`config.mk`:
```
export PLATFORM = sky130hd
export DESIGN_NAME = plot_stream_decoder
export DESIGN_NICKNAME = d
export VERILOG_FILES = /design/src/rtl/plot_stream_decoder.sv
export SDC_FILE = /design/constraint.sdc
export NUM_CORES = 1
export LEC_CHECK = 0
export ABC_AREA = 0
export BUFFER_PORTS_ARGS = -buffer_cell sky130_fd_sc_hd__buf_2
export CORE_MARGIN = 2
export CORE_UTILIZATION = 35
export DETAILED_ROUTE_END_ITERATION = 12
export PLACE_DENSITY_LB_ADDON = 0.3
export SLEW_MARGIN = 20
export SYNTH_ARGS = -nofsm -noshare
export SYNTH_HDL_FRONTEND = slang
export SYNTH_SLANG_ARGS = --single-unit
```
`constraint.sdc`:
```
create_clock -name CLOCK_50 -period 8.35 [get_ports CLOCK_50]
set_input_delay 1.2525 -clock CLOCK_50 [delete_from_list [all_inputs] [get_ports CLOCK_50]]
set_output_delay 1.2525 -clock CLOCK_50 [all_outputs]
set_load 0.02 [all_outputs]
```
`src/rtl/plot_stream_decoder.sv`:
```
`timescale 1ns/1ps
// plot_stream_decoder
//   Listens to the pixel-write stream (x, y, colour) that the playfield plotter
//   sends to the VGA adapter and rebuilds the playfield word from it. The word
//   holds the runner height and 79 obstacle heights. A new word is published
//   once per complete, well-formed frame. Any write that breaks the plot order
//   or the pixel format raises a one-cycle error pulse and abandons the frame.
//
// Ports
//   CLOCK_50     in   1    system clock, all state changes on the rising edge
//   resetn       in   1    synchronous active-low reset
//   pix_valid    in   1    qualifies pix_x / pix_y / pix_colour this cycle
//   pix_x        in   8    pixel x
//   pix_y        in   7    pixel y
//   pix_colour   in   3    pixel colour
//   frame        out  160  last good frame: [159:158] runner height,
//                          [157-2i:156-2i] obstacle column i (x = COL_X0+2i)
//   frame_valid  out  1    one-cycle pulse when frame is updated
//   runner_h     out  2    copy of frame[159:158]
//   collision    out  1    runner on the ground with a non-empty column 0
//   err          out  1    one-cycle pulse on a stream violation
//
// Stream handshake: a write is consumed on a rising edge where pix_valid=1.
// There is no back-pressure; pix_valid=0 cycles simply pause the decoder.
module plot_stream_decoder #(
   parameter int          BASE_Y   = 120,
   parameter int          COL_X0   = 2,
   parameter int          N_COLS   = 79,
   parameter logic [2:0]  C_BASE   = 3'b110,
   parameter logic [2:0]  C_RUNNER = 3'b101,
   parameter logic [2:0]  C_OBST   = 3'b010
) (
   input  logic                  CLOCK_50,
   input  logic                  resetn,
   input  logic                  pix_valid,
   input  logic [7:0]            pix_x,
   input  logic [6:0]            pix_y,
   input  logic [2:0]            pix_colour,
   output logic [2*N_COLS+1:0]   frame,
   output logic                  frame_valid,
   output logic [1:0]            runner_h,
   output logic                  collision,
   output logic                  err
);

   localparam int          OBST_W   = 2 * N_COLS;
   localparam logic [6:0]  BASE_Y7  = 7'(BASE_Y);
   localparam logic [7:0]  COL_X0_8 = 8'(COL_X0);
   localparam logic [6:0]  LAST_COL = 7'(N_COLS - 1);

   typedef enum logic [1:0] {HUNT, RUNNER, OBST} state_t;

   state_t              state, state_n;
   logic [4:0]          k, k_n;            // runner write index 0..19
   logic [6:0]          i, i_n;            // obstacle column index
   logic [2:0]          c, c_n;            // write index inside a column
   logic [8:0]          rmask, rmask_n;    // bit j: runner colour at offset j+1 in x=0
   logic [2:0]          omask, omask_n;    // bit j: obstacle colour at offset j+1, first half
   logic [1:0]          sh_h, sh_h_n;      // shadow runner height
   logic [OBST_W-1:0]   obst_sr, obst_n;   // shadow obstacle word, column 0 ends at the top
   logic [OBST_W+1:0]   frame_n;
   logic                fv_n, coll_n, err_n;

   // Checks the runner column mask: returns {ok, h}. The runner occupies
   // offsets max(1,2h)..2h+3 where h is half the lowest runner offset.
   function automatic logic [2:0] runner_check(input logic [8:0] m);
      logic       found;
      logic [3:0] f, h4, lo, hi, off;
      logic [8:0] e;
      found = 1'b0;
      f     = 4'd0;
      for (int j = 8; j >= 0; j--) begin
         if (m[j]) begin
            found = 1'b1;
            f     = 4'(j + 1);
         end
      end
      h4 = f >> 1;
      lo = (h4 == 4'd0) ? 4'd1 : (h4 << 1);
      hi = (h4 << 1) + 4'd3;
      e  = '0;
      for (int j = 0; j < 9; j++) begin
         off  = 4'(j + 1);
         e[j] = (off >= lo) && (off <= hi);
      end
      return {found && (h4 < 4'd4) && (e == m), h4[1:0]};
   endfunction

   logic        is_start, is_blank, is_run, is_obst;
   logic        k_lt10;
   logic [3:0]  r_off;
   logic        r_ok;
   logic [2:0]  r_chk;
   logic [1:0]  o_off;
   logic        o_ok;
   logic [2:0]  o_m;
   logic        thermo;
   logic [1:0]  o_v;

   always_comb begin
      is_start = (pix_x == 8'd0) && (pix_y == BASE_Y7);
      is_blank = (pix_colour == 3'b000);
      is_run   = (pix_colour == C_RUNNER);
      is_obst  = (pix_colour == C_OBST);

      // Runner offset is k mod 10; for k=10..19, adding 6 wraps k[3:0] onto 0..9.
      k_lt10 = (k < 5'd10);
      r_off  = k_lt10 ? k[3:0] : (k[3:0] + 4'd6);
      r_chk  = runner_check({is_run, rmask[7:0]});
      r_ok   = (pix_x == (k_lt10 ? 8'd0 : 8'd1)) && (pix_y == BASE_Y7 - {3'b000, r_off});
      if (r_off == 4'd0)
         r_ok = r_ok && (pix_colour == C_BASE);
      else if (k_lt10)
         r_ok = r_ok && (is_run || is_blank);
      else
         r_ok = r_ok && (is_run || is_blank) && (is_run == rmask[r_off - 4'd1]);
      if (k == 5'd9)
         r_ok = r_ok && r_chk[2];

      o_off  = c[1:0];
      o_m    = {is_obst, omask[1:0]};
      thermo = (o_m == 3'b000) || (o_m == 3'b001) || (o_m == 3'b011) || (o_m == 3'b111);
      o_v    = o_m[2] ? 2'd3 : (o_m[1] ? 2'd2 : (o_m[0] ? 2'd1 : 2'd0));
      o_ok   = (pix_x == COL_X0_8 + {i, 1'b0} + {7'd0, c[2]}) &&
               (pix_y == BASE_Y7 - {5'd0, o_off});
      if (o_off == 2'd0)
         o_ok = o_ok && (pix_colour == C_BASE);
      else if (!c[2])
         o_ok = o_ok && (is_obst || is_blank);
      else
         o_ok = o_ok && (is_obst || is_blank) && (is_obst == omask[o_off - 2'd1]);
      if (c == 3'd3)
         o_ok = o_ok && thermo;
   end

   always_comb begin
      state_n = state;
      k_n     = k;
      i_n     = i;
      c_n     = c;
      rmask_n = rmask;
      omask_n = omask;
      sh_h_n  = sh_h;
      obst_n  = obst_sr;
      frame_n = frame;
      coll_n  = collision;
      fv_n    = 1'b0;
      err_n   = 1'b0;

      if (pix_valid) begin
         unique case (state)
            HUNT: begin
               if (is_start) begin
                  state_n = RUNNER;
                  k_n     = 5'd1;
                  rmask_n = '0;
               end
            end
            RUNNER: begin
               if (!r_ok) begin
                  err_n = 1'b1;
                  // The offending write may itself be the start of a new frame.
                  state_n = is_start ? RUNNER : HUNT;
                  k_n     = 5'd1;
                  rmask_n = '0;
               end else begin
                  if (k_lt10 && r_off != 4'd0)
                     rmask_n[r_off - 4'd1] = is_run;
                  if (k == 5'd9)
                     sh_h_n = r_chk[1:0];
                  if (k == 5'd19) begin
                     state_n = OBST;
                     i_n     = 7'd0;
                     c_n     = 3'd0;
                     omask_n = '0;
                  end else begin
                     k_n = k + 5'd1;
                  end
               end
            end
            OBST: begin
               if (!o_ok) begin
                  err_n   = 1'b1;
                  state_n = is_start ? RUNNER : HUNT;
                  k_n     = 5'd1;
                  rmask_n = '0;
               end else begin
                  if (!c[2] && o_off != 2'd0)
                     omask_n[o_off - 2'd1] = is_obst;
                  if (c == 3'd3)
                     obst_n = {obst_sr[OBST_W-3:0], o_v};
                  if (c == 3'd7) begin
                     c_n     = 3'd0;
                     omask_n = '0;
                     if (i == LAST_COL) begin
                        // The last column was shifted in at its c=3 write.
                        frame_n = {sh_h, obst_sr};
                        coll_n  = (sh_h == 2'd0) && (obst_sr[OBST_W-1 -: 2] != 2'd0);
                        fv_n    = 1'b1;
                        state_n = HUNT;
                     end else begin
                        i_n = i + 7'd1;
                     end
                  end else begin
                     c_n = c + 3'd1;
                  end
               end
            end
            default: state_n = HUNT;
         endcase
      end
   end

   always_ff @(posedge CLOCK_50) begin
      if (!resetn) begin
         state       <= HUNT;
         k           <= '0;
         i           <= '0;
         c           <= '0;
         rmask       <= '0;
         omask       <= '0;
         sh_h        <= '0;
         obst_sr     <= '0;
         frame       <= '0;
         frame_valid <= 1'b0;
         collision   <= 1'b0;
         err         <= 1'b0;
      end else begin
         state       <= state_n;
         k           <= k_n;
         i           <= i_n;
         c           <= c_n;
         rmask       <= rmask_n;
         omask       <= omask_n;
         sh_h        <= sh_h_n;
         obst_sr     <= obst_n;
         frame       <= frame_n;
         frame_valid <= fv_n;
         collision   <= coll_n;
         err         <= err_n;
      end
   end

   assign runner_h = frame[OBST_W+1 -: 2];

endmodule
```
==> results of run 1 <==
cells in the mapped netlist (5+ instances only):
library cell	number
a41oi_1	5
nor4_1	14
or3_1	7
nor2_1	27
mux2i_1	7
nand2b_1	7
nand4_1	10
and3_1	16
and2_1	6
ha_1	26
inv_1	22
xor2_1	8
nand3b_1	6
clkbuf_1	117
dfxtp_1	352
nor3_1	15
o21ai_0	23
xnor2_1	14
nand3_1	20
a21oi_1	333
a211oi_1	7
a31oi_1	7
nand2_1	665
a311oi_1	6
final cells by class:
cell class              instances  area share
flip-flops and latches        352       0.427
multi-input cells            1295       0.388
clock buffers                  61      0.0697
repair buffers                194      0.0604
well taps                     525      0.0398
clock inverters                10     0.00947
inverters                      24     0.00591
per-layer routing:
layer | up-vias | global-route usage
met5 | - | 0
met4 | 0 | 0.0569
met3 | 60 | 0.0421
met2 | 308 | 0.279
met1 | 5861 | 0.228
li1 | 6211 | -
final timing paths:
path | endpoint | slack (ns) | cells after the start
max | rmask[5]$_SDFFE_PN0P_ | 3.32 | 17
min | frame[4]$_SDFFE_PN0P_ | 0.45 | 2
max reg2reg | rmask[5]$_SDFFE_PN0P_ | 3.32 | 17
min reg2reg | frame[4]$_SDFFE_PN0P_ | 0.45 | 2
per-stage QoR:
step / utilization / setup slack (ns) / std cells / cell area, um^2 / hold WS, ns
2_1_floorplan: - / 4.34 / 1799 / 14000 / 0.445
3_3_place_gp: 0.383 / 3.32 / 2390 / 15200 / 0.436
3_5_place_dp: 0.384 / 3.27 / 2390 / 15200 / 0.442
4_1_cts: 0.417 / 3.44 / 2461 / 16500 / 0.449
5_1_grt: 0.417 / 2.88 / 2461 / 16500 / 0.466
6_report: 0.417 / 3.32 / 2461 / 16500 / 0.446
tightest hold or removal path, cell delays in order (launching register included):
cell and delay [ns]:
dfxtp_1 0.30, nand2_1 0.05, a21oi_1 0.05
sequential cells by signal, summed over array words and instances, names as in the netlist:
name / cells
omask: 3
k: 5
i: 7
collision: 1
frame_valid: 1
obst_sr: 158
rmask: 9
err: 1
frame: 160
c: 3
sh_h: 2
state: 2
kinds of logic (layout without fill, tap and decap cells):
kind of cell | Yosys count | in the layout
AND/OR/NAND/NOR | 809 | 809
AO/OA/AOI/OAI | 427 | 427
flip-flops | 352 | 352
buffers and inverters | 152 | 289
adder cells (fa/ha/maj) | 26 | 26
XOR/XNOR | 24 | 24
multiplexers | 9 | 9
power groups by stage:
stage	logic [mW]	registers (mW)	clock network, mW
CTS	0.0523	1.68	1.82
detailed placement	0.0522	1.72	0
global placement	0.0519	1.72	0
finish	0.0521	1.68	1.76
global route	0.0575	1.68	1.88
floorplan	0.0353	1.72	0
==> out/metrics.yaml, run 1 <==
run_status:
  outcome: "finished clean"
timing:
  setup_violations: 0
  final_clock_period_utilization_by_the_worst_path: 0.602
  min_period_ns: 5.03
  final_hold_viol_count: 0
  max_slew_margin: 0.312
  clock-skew-final_ns: 0.0155
  max_slew.worst_pin.slew_ns: 1.03
  slew_viol_final: 0
  max_clk_rate_mhz: 199
  fin_tns_setup_ns: 0
  rsz_0062_raised_after_global_routing: "false"
worst_hold_path:
  min_path_type: "register to register"
  worstHoldStart: "frame[4]$_SDFFE_PN0P_"
drt:
  wl_met3_um: 2580
  wl_met2_um: 16600
  dr_total_vias: 12400
  drt_first_iter_violations: 748
  dr.max_layer_used: "met4"
  drcViolationCount: 0
  routedWlPerCell_um: 14.9
  m1WireLength_um: 16600
  antenna_violating_nets_post_route: 0
  detailedRoute.firstPassIterationCount: 4
  detail_route.wirelength_um: 36600
  drt-vias-per-instance: 5.05
setup_path:
  critical_path_arrival_ns: 5.48
  sum_of_buffers_and_inverters_on_the_critical_path: 3
  crit_path_end_kind: "register"
  ff_to_ff_start: "k[1]$_SDFFE_PN0P_"
  critPathSlowestCell: "dfxtp_1"
  crit_start: "k[1]$_SDFFE_PN0P_"
  worstPathCellList: "inv_1 > ha_1 > nor2b_1 > nor2_1 > xnor2_1 > inv_1 > ha_1 > or2_2 > a211oi_1 > nor2_1 > nor4_1 > a2111o_1 > nand3_1 > nor3_2 > buf_4 > o21ai_1 > a311oi_1"
  path_delay_family: "simple AND/OR/NAND/NOR gates"
  timing.setup.critical_path_class: "register to register"
  critical_path.max_stage_delay_ns: 0.49
  cp_data_required_time_ns: 8.80
  timing.critical_path.fanout_max: 14
  worst_setup_path_start_kind: "register"
power:
  power.static_leakage_nw: 6.03
  internal_pwr_total_mw: 2.76
  vdd.ir_drop.worst_v: 0.000131
  clkPwrFrac: 0.505
  combinationalPowerShare: 0.015
  p_seq_frac: 0.480
  totalPowerFinal_mw: 3.50
  net-switching-power_mw: 0.733
  p_per_area_nw_per_um2: 212
  switching_share: 0.210
synthesis:
  synth-main-ff-cell: "dfxtp_1"
  post_synth_main_area_contributors: "dfxtp_1 50%, nand2_1 18%, a21oi_1 12%"
  synth_top_family_by_area: "simple AND/OR/NAND/NOR gates"
  ys_seq_area_frac: 0.503
  synth_simple_gate_area_share: 0.236
  mapped_nets: 1846
  edff_count_synth: 0
  synth-xor-area-share: 0.0170
  post-synth-top-area-fraction: 0.503
  synth_compound_area_frac: 0.170
  synth_adder_area_share: 0.0232
  ys_async_sr_fraction: 0
  synthesis.area_um2: 14000
  synth.yosys.warnings: 0
  yosys_register_bits: 352
  muxShareOfSynthArea: 0.00839
  postSynthCellCount: 1799
  synth_top_area_cell: "dfxtp_1"
  synthesis.area_per_instance_um2: 7.79
  yosys.cell_types.count: 67
floorplanning:
  die_width_um: 204
  initial_utilization: 0.354
  dieHeight_um: 204
  row_count: 73
  floorplan.core_area_um2: 39600
  die_area_um2: 41700
  top_level_ports: 186
global_route:
  maximum_number_of_pins_on_one_net_before_global_route_repair: 131
  gr-usage-all-layers: 0.173
  globalRoute.totalOverflow: 0
  antenna_violations_before_repair: 0
  grt_pass1_wl_um: 59600
  grt_pass1_vias: 11700
place:
  routabilityCongestion: 0.850
  dpl.hpwl_um: 22600
  io_buffer_count: 185
clock_network:
  numClockSinks: 352
  htreeDepth: 2
  post_cts.resized_instances: 0
  cts.hold.buffers_added: 0
  clk_path_buf_depth: 3
  clk-insertion-delay-late_ns: 0.55
  clk_transition_reported_paths_ns: 0.06
  root_buffer: "clkbuf_16"
  tritoncts: "built"
  tritoncts.num_buffers: 39
  cts_setup_buffers: 0
layout:
  final_common_cell: "nand2_1"
  register_area_um2: 7050
  final.fill_count: 4091
  multi_input_area_um2: 6410
  areaGrowthSynthToFinish_pct: 17.8
  num-nets-final: 1953
  mostFrequentLayoutCells: "665 x nand2_1, 352 x dfxtp_1, 333 x a21oi_1"
  num_antenna_cells: 0
  drive_gt1_frac: 0.136
flow_run:
  max-cap-violations: 0
(Power assumes the default switching activity.)
==> inputs of run 2 (changes only) <==
clock period = 4.15 ns   (was 8.35 ns; I/O delays follow)
==> run 2 against run 1 <==
  * Flip-flop and latch count did not move
  * Critical endpoint is now state[0]$_SDFFE_PN0P_
  * Die area did not move
  * Sequential share of layout area fell by 1.1 points
  * Utilization rose by 1.1 points
  * Non-clock buffer count rose by 24
  * Clock skew rose by 0.0040 ns
  * Clock power rose by 110%
  * Combinational power rose by 110%
==> out/metrics.yaml, run 2 (synthesized netlist as in run 1, its figures left out) <==
run_status:
  outcome: "finished clean"  # unchanged
power:
  vdd.ir_drop.worst_v: 0.000306  # was 0.000131 V
  internal_pwr_total_mw: 5.71  # was 2.76 mW
  p_per_area_nw_per_um2: 427  # was 212 nW/um^2
  net-switching-power_mw: 1.53  # was 0.733 mW
  totalPowerFinal_mw: 7.24  # was 3.50 mW
  clkPwrFrac: 0.518  # was 0.505
  p_seq_frac: 0.467  # was 0.480
  combinationalPowerShare: 0.015  # about the same
  power.static_leakage_nw: 6.26  # was 6.03 nW
  switching_share: 0.211  # was 0.210
global_route:
  globalRoute.totalOverflow: 0  # unchanged
  gr-usage-all-layers: 0.173  # about the same
  maximum_number_of_pins_on_one_net_before_global_route_repair: 165  # was 131
  antenna_violations_before_repair: 0  # unchanged
  grt_pass1_wl_um: 59700  # was 59600 um
  grt_pass1_vias: 11600  # was 11700
layout:
  num_antenna_cells: 0  # unchanged
  top_register: "frame"  # unchanged
  mostFrequentLayoutCells: "665 x nand2_1, 352 x dfxtp_1, 333 x a21oi_1"  # unchanged
  drive_gt1_frac: 0.156  # was 0.136
  post_layout_nonfiller_instances: 2488  # was 2461
  largest_register_ffs: 160  # unchanged
  fin_util: 0.428  # was 0.417
  final_common_cell: "nand2_1"  # unchanged
  num-nets-final: 1979  # was 1953
  final.fill_count: 4089  # was 4091
  reg.largest.list: "frame x160, obst_sr x158, rmask x9"  # unchanged
  areaGrowthSynthToFinish_pct: 21.0  # was 17.8%
timing:
  min_period_ns: 3.88  # was 5.03 ns
  final_clock_period_utilization_by_the_worst_path: 0.936  # was 0.602
  slew_viol_final: 0  # unchanged
  rsz_0062_raised_after_global_routing: "false"  # unchanged
  setup_violations: 0  # unchanged
  final_hold_viol_count: 0  # unchanged
  max_slew_margin: 0.346  # was 0.312
  max_clk_rate_mhz: 257  # was 199 MHz
  max_slew.worst_pin.slew_ns: 0.981  # was 1.03 ns
  clock-skew-final_ns: 0.0195  # was 0.0155 ns
  fin_tns_setup_ns: 0  # unchanged
floorplanning:
  floorplan.core_area_um2: 39600  # unchanged
  die_width_um: 204  # unchanged
  die_area_um2: 41700  # unchanged
  top_level_ports: 186  # unchanged
  row_count: 73  # unchanged
  initial_utilization: 0.354  # unchanged
  dieHeight_um: 204  # unchanged
setup_path:
  worst_setup_path_start_kind: "register"  # unchanged
  ff_to_ff_start: "k[1]$_SDFFE_PN0P_"  # unchanged
  crit_path_end_kind: "register"  # unchanged
  worst_setup_path_endpoint: "state[0]$_SDFFE_PN0P_"  # was rmask[5]$_SDFFE_PN0P_
  timing.setup.critical_path_class: "register to register"  # unchanged
  cp_data_required_time_ns: 4.59  # was 8.80 ns
  crit_start: "k[1]$_SDFFE_PN0P_"  # unchanged
  critical_path_arrival_ns: 4.32  # was 5.48 ns
  reg2regPathDepth: 15  # was 17
  timing.critical_path.fanout_max: 6  # was 14
  setup.reg_to_reg.worst_slack_ns: 0.27  # was 3.32 ns
  rr_endpoint: "state[0]$_SDFFE_PN0P_"  # was rmask[5]$_SDFFE_PN0P_
drt:
  dr_total_vias: 12500  # was 12400
  drcViolationCount: 0  # unchanged
  detail_route.wirelength_um: 36800  # was 36600 um
  detailedRoute.firstPassIterationCount: 5  # was 4
  antenna_violating_nets_post_route: 0  # unchanged
  routedWlPerCell_um: 14.8  # was 14.9 um
  drt_first_iter_violations: 830  # was 748
  drt-vias-per-instance: 5.02  # was 5.05
clock_network:
  clk_path_buf_depth: 3  # unchanged
  root_buffer: "clkbuf_16"  # unchanged
  numClockSinks: 352  # unchanged
  clk_transition_reported_paths_ns: 0.06  # about the same
  htreeDepth: 2  # unchanged
  clk-insertion-delay-late_ns: 0.55  # about the same
  tritoncts.num_buffers: 41  # was 39
  tritoncts: "built"  # unchanged
place:
  io_buffer_count: 185  # unchanged
  numPlacedInstances: 2412  # was 2390
  dpl.hpwl_um: 23000  # was 22600 um
  routabilityCongestion: 0.851  # was 0.850
worst_hold_path:
  worstHoldStart: "pix_valid"  # was frame[4]$_SDFFE_PN0P_
  min_path_type: "input port to register"  # was register to register
flow_run:
  max-cap-violations: 0  # unchanged
## run 2: layout make-up
type | instances | area [um^2] | area share
timing repair buffer | 218 | 1290 | 0.0759
tap | 525 | 657 | 0.0387
clock inverter | 17 | 231 | 0.0137
multi-input combinational | 1295 | 6460 | 0.381
inverter | 24 | 97.6 | 0.00576
sequential | 352 | 7050 | 0.416
clock buffer | 57 | 1180 | 0.0695
## run 2: layer usage
metal	track usage	up-vias	routed length, um
li1	-	6260	-
met1	0.228	5866	16600
met2	0.275	309	16900
met3	0.0504	51	2670
met4	0.0461	0	656
met5	0	-	0
## run 2: power by group through the flow
stage | Combinational [mW] | Clock (mW) | Sequential [mW]
final | 0.108 | 3.75 | 3.38
after global routing | 0.117 | 4.01 | 3.38
after CTS | 0.107 | 3.88 | 3.38
after detailed placement | 0.107 | 0 | 3.45
after global placement | 0.107 | 0 | 3.45
after floorplan | 0.0710 | 0 | 3.45
## run 2: worst min-delay path by stage
stage | endpoint | slack (ns) | depth (start not counted)
after floorplan | obst_sr[157]$_SDFFE_PN0P_ | 0.45 | 2
after global placement | frame[111]$_SDFFE_PN0P_ | 0.44 | 2
after detailed placement | frame[84]$_SDFFE_PN0P_ | 0.44 | 2
after CTS | err$_SDFF_PN0_ | 0.39 | 3
after global routing | err$_SDFF_PN0_ | 0.43 | 3
final | err$_SDFF_PN0_ | 0.43 | 3
## run 2: through the flow
stage / hold slack, ns / setup WS [ns] / cell area, um^2
after floorplan: 0.445 / 0.144 / 14000
final: 0.432 / 0.266 / 17000
after global routing: 0.429 / 0.0234 / 17000
after global placement: 0.436 / 0.331 / 15500
after detailed placement: 0.441 / 0.206 / 15500
after CTS: 0.388 / 0.162 / 16900
## run 2: repair_timing
item / CTS / global route
gates resized for setup: 0 / 11
buffers inserted: 0 / 2
setup endpoints to repair: 0 / 26
hold buffers: 0 / 0
## run 2: critical path: stages (launching register included)
cell      delay (ns)
dfxtp_1         0.31
inv_1           0.08
ha_1            0.25
nor2b_1         0.08
nor2_1          0.25
xnor2_2         0.13
ha_2            0.44
mux4_4          0.66
nand3b_1        0.11
a22oi_1         0.08
o21ai_0         0.23
nand3_1         0.17
buf_4           0.18
or2_0           0.24
a311o_1         0.36
a32o_1          0.21
==> inputs of run 3 (changes only) <==
CORE_ASPECT_RATIO = 1.1   (was not set)
==> run 3 against run 2 <==
  * Via count rose by 0.19%
  * Die area barely moved
  * Highest routed layer unchanged
  * Power fell by 4.8%
  * Largest power group unchanged
==> out/metrics.yaml, run 3 (synthesized netlist as in run 1, its figures left out) <==
timing:
  clock-skew-final_ns: 0.0286  # was 0.0195 ns
  fin_ws_ns: 0.333  # was 0.266 ns
  final_hold_viol_count: 0  # unchanged
  fin_worst_hold_slack_ns: 0.447  # was 0.432 ns
  max_clk_rate_mhz: 262  # was 257 MHz
  max_slew_margin: 0.365  # was 0.346
  min_period_ns: 3.82  # was 3.88 ns
  max_slew.worst_pin.slew_ns: 0.952  # was 0.981 ns
  setup_violations: 0  # unchanged
  final_clock_period_utilization_by_the_worst_path: 0.920  # was 0.936
  slew_viol_final: 0  # unchanged
drt:
  routedWlPerCell_um: 14.8  # about the same
  drt-vias-per-instance: 5.05  # was 5.02
  antenna_violating_nets_post_route: 0  # unchanged
  detail_route.wirelength_um: 36700  # was 36800 um
  dr_total_vias: 12500  # about the same
  drcViolationCount: 0  # unchanged
  drt_first_iter_violations: 928  # was 830
  detailedRoute.firstPassIterationCount: 4  # was 5
clock_network:
  clk_transition_reported_paths_ns: 0.06  # about the same
  htreeDepth: 2  # unchanged
  tritoncts: "built"  # unchanged
  clk_path_buf_depth: 3  # unchanged
  root_buffer: "clkbuf_16"  # unchanged
  tritoncts.num_buffers: 39  # was 41
  clk-insertion-delay-late_ns: 0.54  # was 0.55 ns
  numClockSinks: 352  # unchanged
layout:
  post_layout_nonfiller_instances: 2476  # was 2488
  drive_gt1_frac: 0.155  # was 0.156
  largest_register_ffs: 160  # unchanged
  mostFrequentLayoutCells: "665 x nand2_1, 352 x dfxtp_1, 333 x a21oi_1"  # unchanged
  areaGrowthSynthToFinish_pct: 20.0  # was 21.0%
  top_register: "frame"  # unchanged
  num_antenna_cells: 0  # unchanged
  num-nets-final: 1987  # was 1979
  reg.largest.list: "frame x160, obst_sr x158, rmask x9"  # unchanged
  final_common_cell: "nand2_1"  # unchanged
place:
  dpl.hpwl_um: 23200  # was 23000 um
  numPlacedInstances: 2406  # was 2412
  routabilityCongestion: 0.906  # was 0.851
  io_buffer_count: 185  # unchanged
  place_ws_ns: 0.219  # was 0.206 ns
setup_path:
  cp_data_required_time_ns: 4.58  # was 4.59 ns
  reg2regPathDepth: 14  # was 15
  setup.reg_to_reg.worst_slack_ns: 0.33  # was 0.27 ns
  critical_path_arrival_ns: 4.25  # was 4.32 ns
  sum_of_buffers_and_inverters_on_the_critical_path: 2  # unchanged
  critical_path.max_stage_delay_ns: 0.43  # was 0.66 ns
  timing.critical_path.fanout_max: 13  # was 6
  critPathSlowestCell: "dfxtp_1"  # was mux4_4
  crit_path_end_kind: "register"  # unchanged
  timing.setup.critical_path_class: "register to register"  # unchanged
  worstPathCellList: "nor2_1 > o31a_1 > nor2_4 > inv_1 > ha_1 > or3_1 > nor3_1 > a2111oi_0 > a211o_1 > o31a_4 > nor3_2 > buf_4 > o21ai_2 > a311oi_1"  # was inv_1 > ha_1 > nor2b_1 > nor2_1 > xnor2_2 > ha_2 > mux4_4 > nand3b_1 > a22oi_1 > o21ai_0 > nand3_1 > buf_4 > or2_0 > a311o_1 > a32o_1
  worst_setup_path_start_kind: "register"  # unchanged
  path_delay_family: "compound AO/OA/AOI/OAI gates"  # unchanged
  rr_endpoint: "rmask[4]$_SDFFE_PN0P_"  # was state[0]$_SDFFE_PN0P_
  ff_to_ff_start: "rmask[5]$_SDFFE_PN0P_"  # was k[1]$_SDFFE_PN0P_
floorplanning:
  row_count: 76  # was 73
  dieHeight_um: 214  # was 204 um
  die_width_um: 195  # was 204 um
  die_area_um2: 41700  # about the same
  floorplan.core_area_um2: 39400  # was 39600 um^2
  top_level_ports: 186  # unchanged
  initial_utilization: 0.356  # was 0.354
power:
  power.static_leakage_nw: 6.22  # was 6.26 nW
  totalPowerFinal_mw: 6.89  # was 7.24 mW
  vdd.ir_drop.worst_v: 0.000276  # was 0.000306 V
  p_per_area_nw_per_um2: 410  # was 427 nW/um^2
global_route:
  antenna_violations_before_repair: 0  # unchanged
  grt_pass1_wl_um: 59500  # was 59700 um
  grt_pass1_vias: 11600  # about the same
  globalRoute.totalOverflow: 0  # unchanged
  maximum_number_of_pins_on_one_net_before_global_route_repair: 165  # unchanged
  gr-usage-all-layers: 0.170  # was 0.173
worst_hold_path:
  hold_depth: 2  # was 3
  worstHoldStart: "frame[118]$_SDFFE_PN0P_"  # was pix_valid
  hold_path_end: "frame[118]$_SDFFE_PN0P_"  # was err$_SDFF_PN0_
  min_path_type: "register to register"  # was input port to register
run_status:
  outcome: "finished clean"  # unchanged
flow_run:
  max-cap-violations: 0  # unchanged
-- run 3: metal layers --
layer	wire length (um)	GRT usage	vias up
met5	0	0	-
met4	846	0.0494	0
met3	2640	0.0458	64
met2	16700	0.276	337
met1	16500	0.221	5826
li1	-	-	6283
-- run 3: metrics by stage --
stage,setup TNS [ns],instance area [um^2],utilization
6_report,0,16800,0.427
5_1_grt,-0.00296,16800,0.427
4_1_cts,0,16800,0.427
3_5_place_dp,0,15500,0.395
3_3_place_gp,0,15500,0.395
2_1_floorplan,0,14000,-
-- run 3: worst max-delay path by stage --
stage | startpoint | endpoint | slack (ns) | depth (start not counted)
after CTS | rmask[5]$_SDFFE_PN0P_ | rmask[4]$_SDFFE_PN0P_ | 0.19 | 14
after detailed placement | rmask[5]$_SDFFE_PN0P_ | rmask[4]$_SDFFE_PN0P_ | 0.22 | 14
final | rmask[5]$_SDFFE_PN0P_ | rmask[4]$_SDFFE_PN0P_ | 0.33 | 14
after floorplan | k[2]$_SDFFE_PN0P_ | state[0]$_SDFFE_PN0P_ | 0.14 | 17
after global routing | rmask[5]$_SDFFE_PN0P_ | rmask[4]$_SDFFE_PN0P_ | -0.003 | 14
after global placement | rmask[5]$_SDFFE_PN0P_ | rmask[6]$_SDFFE_PN0P_ | 0.29 | 14
-- run 3: layout make-up --
cell class	instances	area, um^2
Fill cell	4032	22500
Inverter	24	97.6
Tap cell	507	634
Clock buffer	53	1100
Sequential cell	352	7050
Timing Repair Buffer	228	1350
Clock inverter	17	168
Multi-Input combinational cell	1295	6420
-- run 3: worst reg2reg max path, stage by stage (launching register included) --
cell       delay [ns]
dfxtp_1          0.43
nor2_1           0.11
o31a_1           0.33
nor2_4           0.16
inv_1            0.08
ha_1             0.38
or3_1            0.35
nor3_1           0.21
a2111oi_0        0.16
a211o_1          0.26
o31a_4           0.40
nor3_2           0.18
buf_4            0.23
o21ai_2          0.13
a311oi_1         0.32
-- run 3: timing repair --
| action | in CTS | in global routing |
|---|---|---|
| setup endpoints to repair | 0 | 11 |
| setup buffers | 0 | 0 |
| hold buffers | 0 | 0 |
| gates resized for setup | 0 | 6 |
-- run 3: power breakdown --
group	leakage [nW]	switching [mW]	internal (mW)
sequential	2.83	0.00000101	3.38
combinational	2.77	0.0835	0.0274
clock	0.620	1.40	2.00
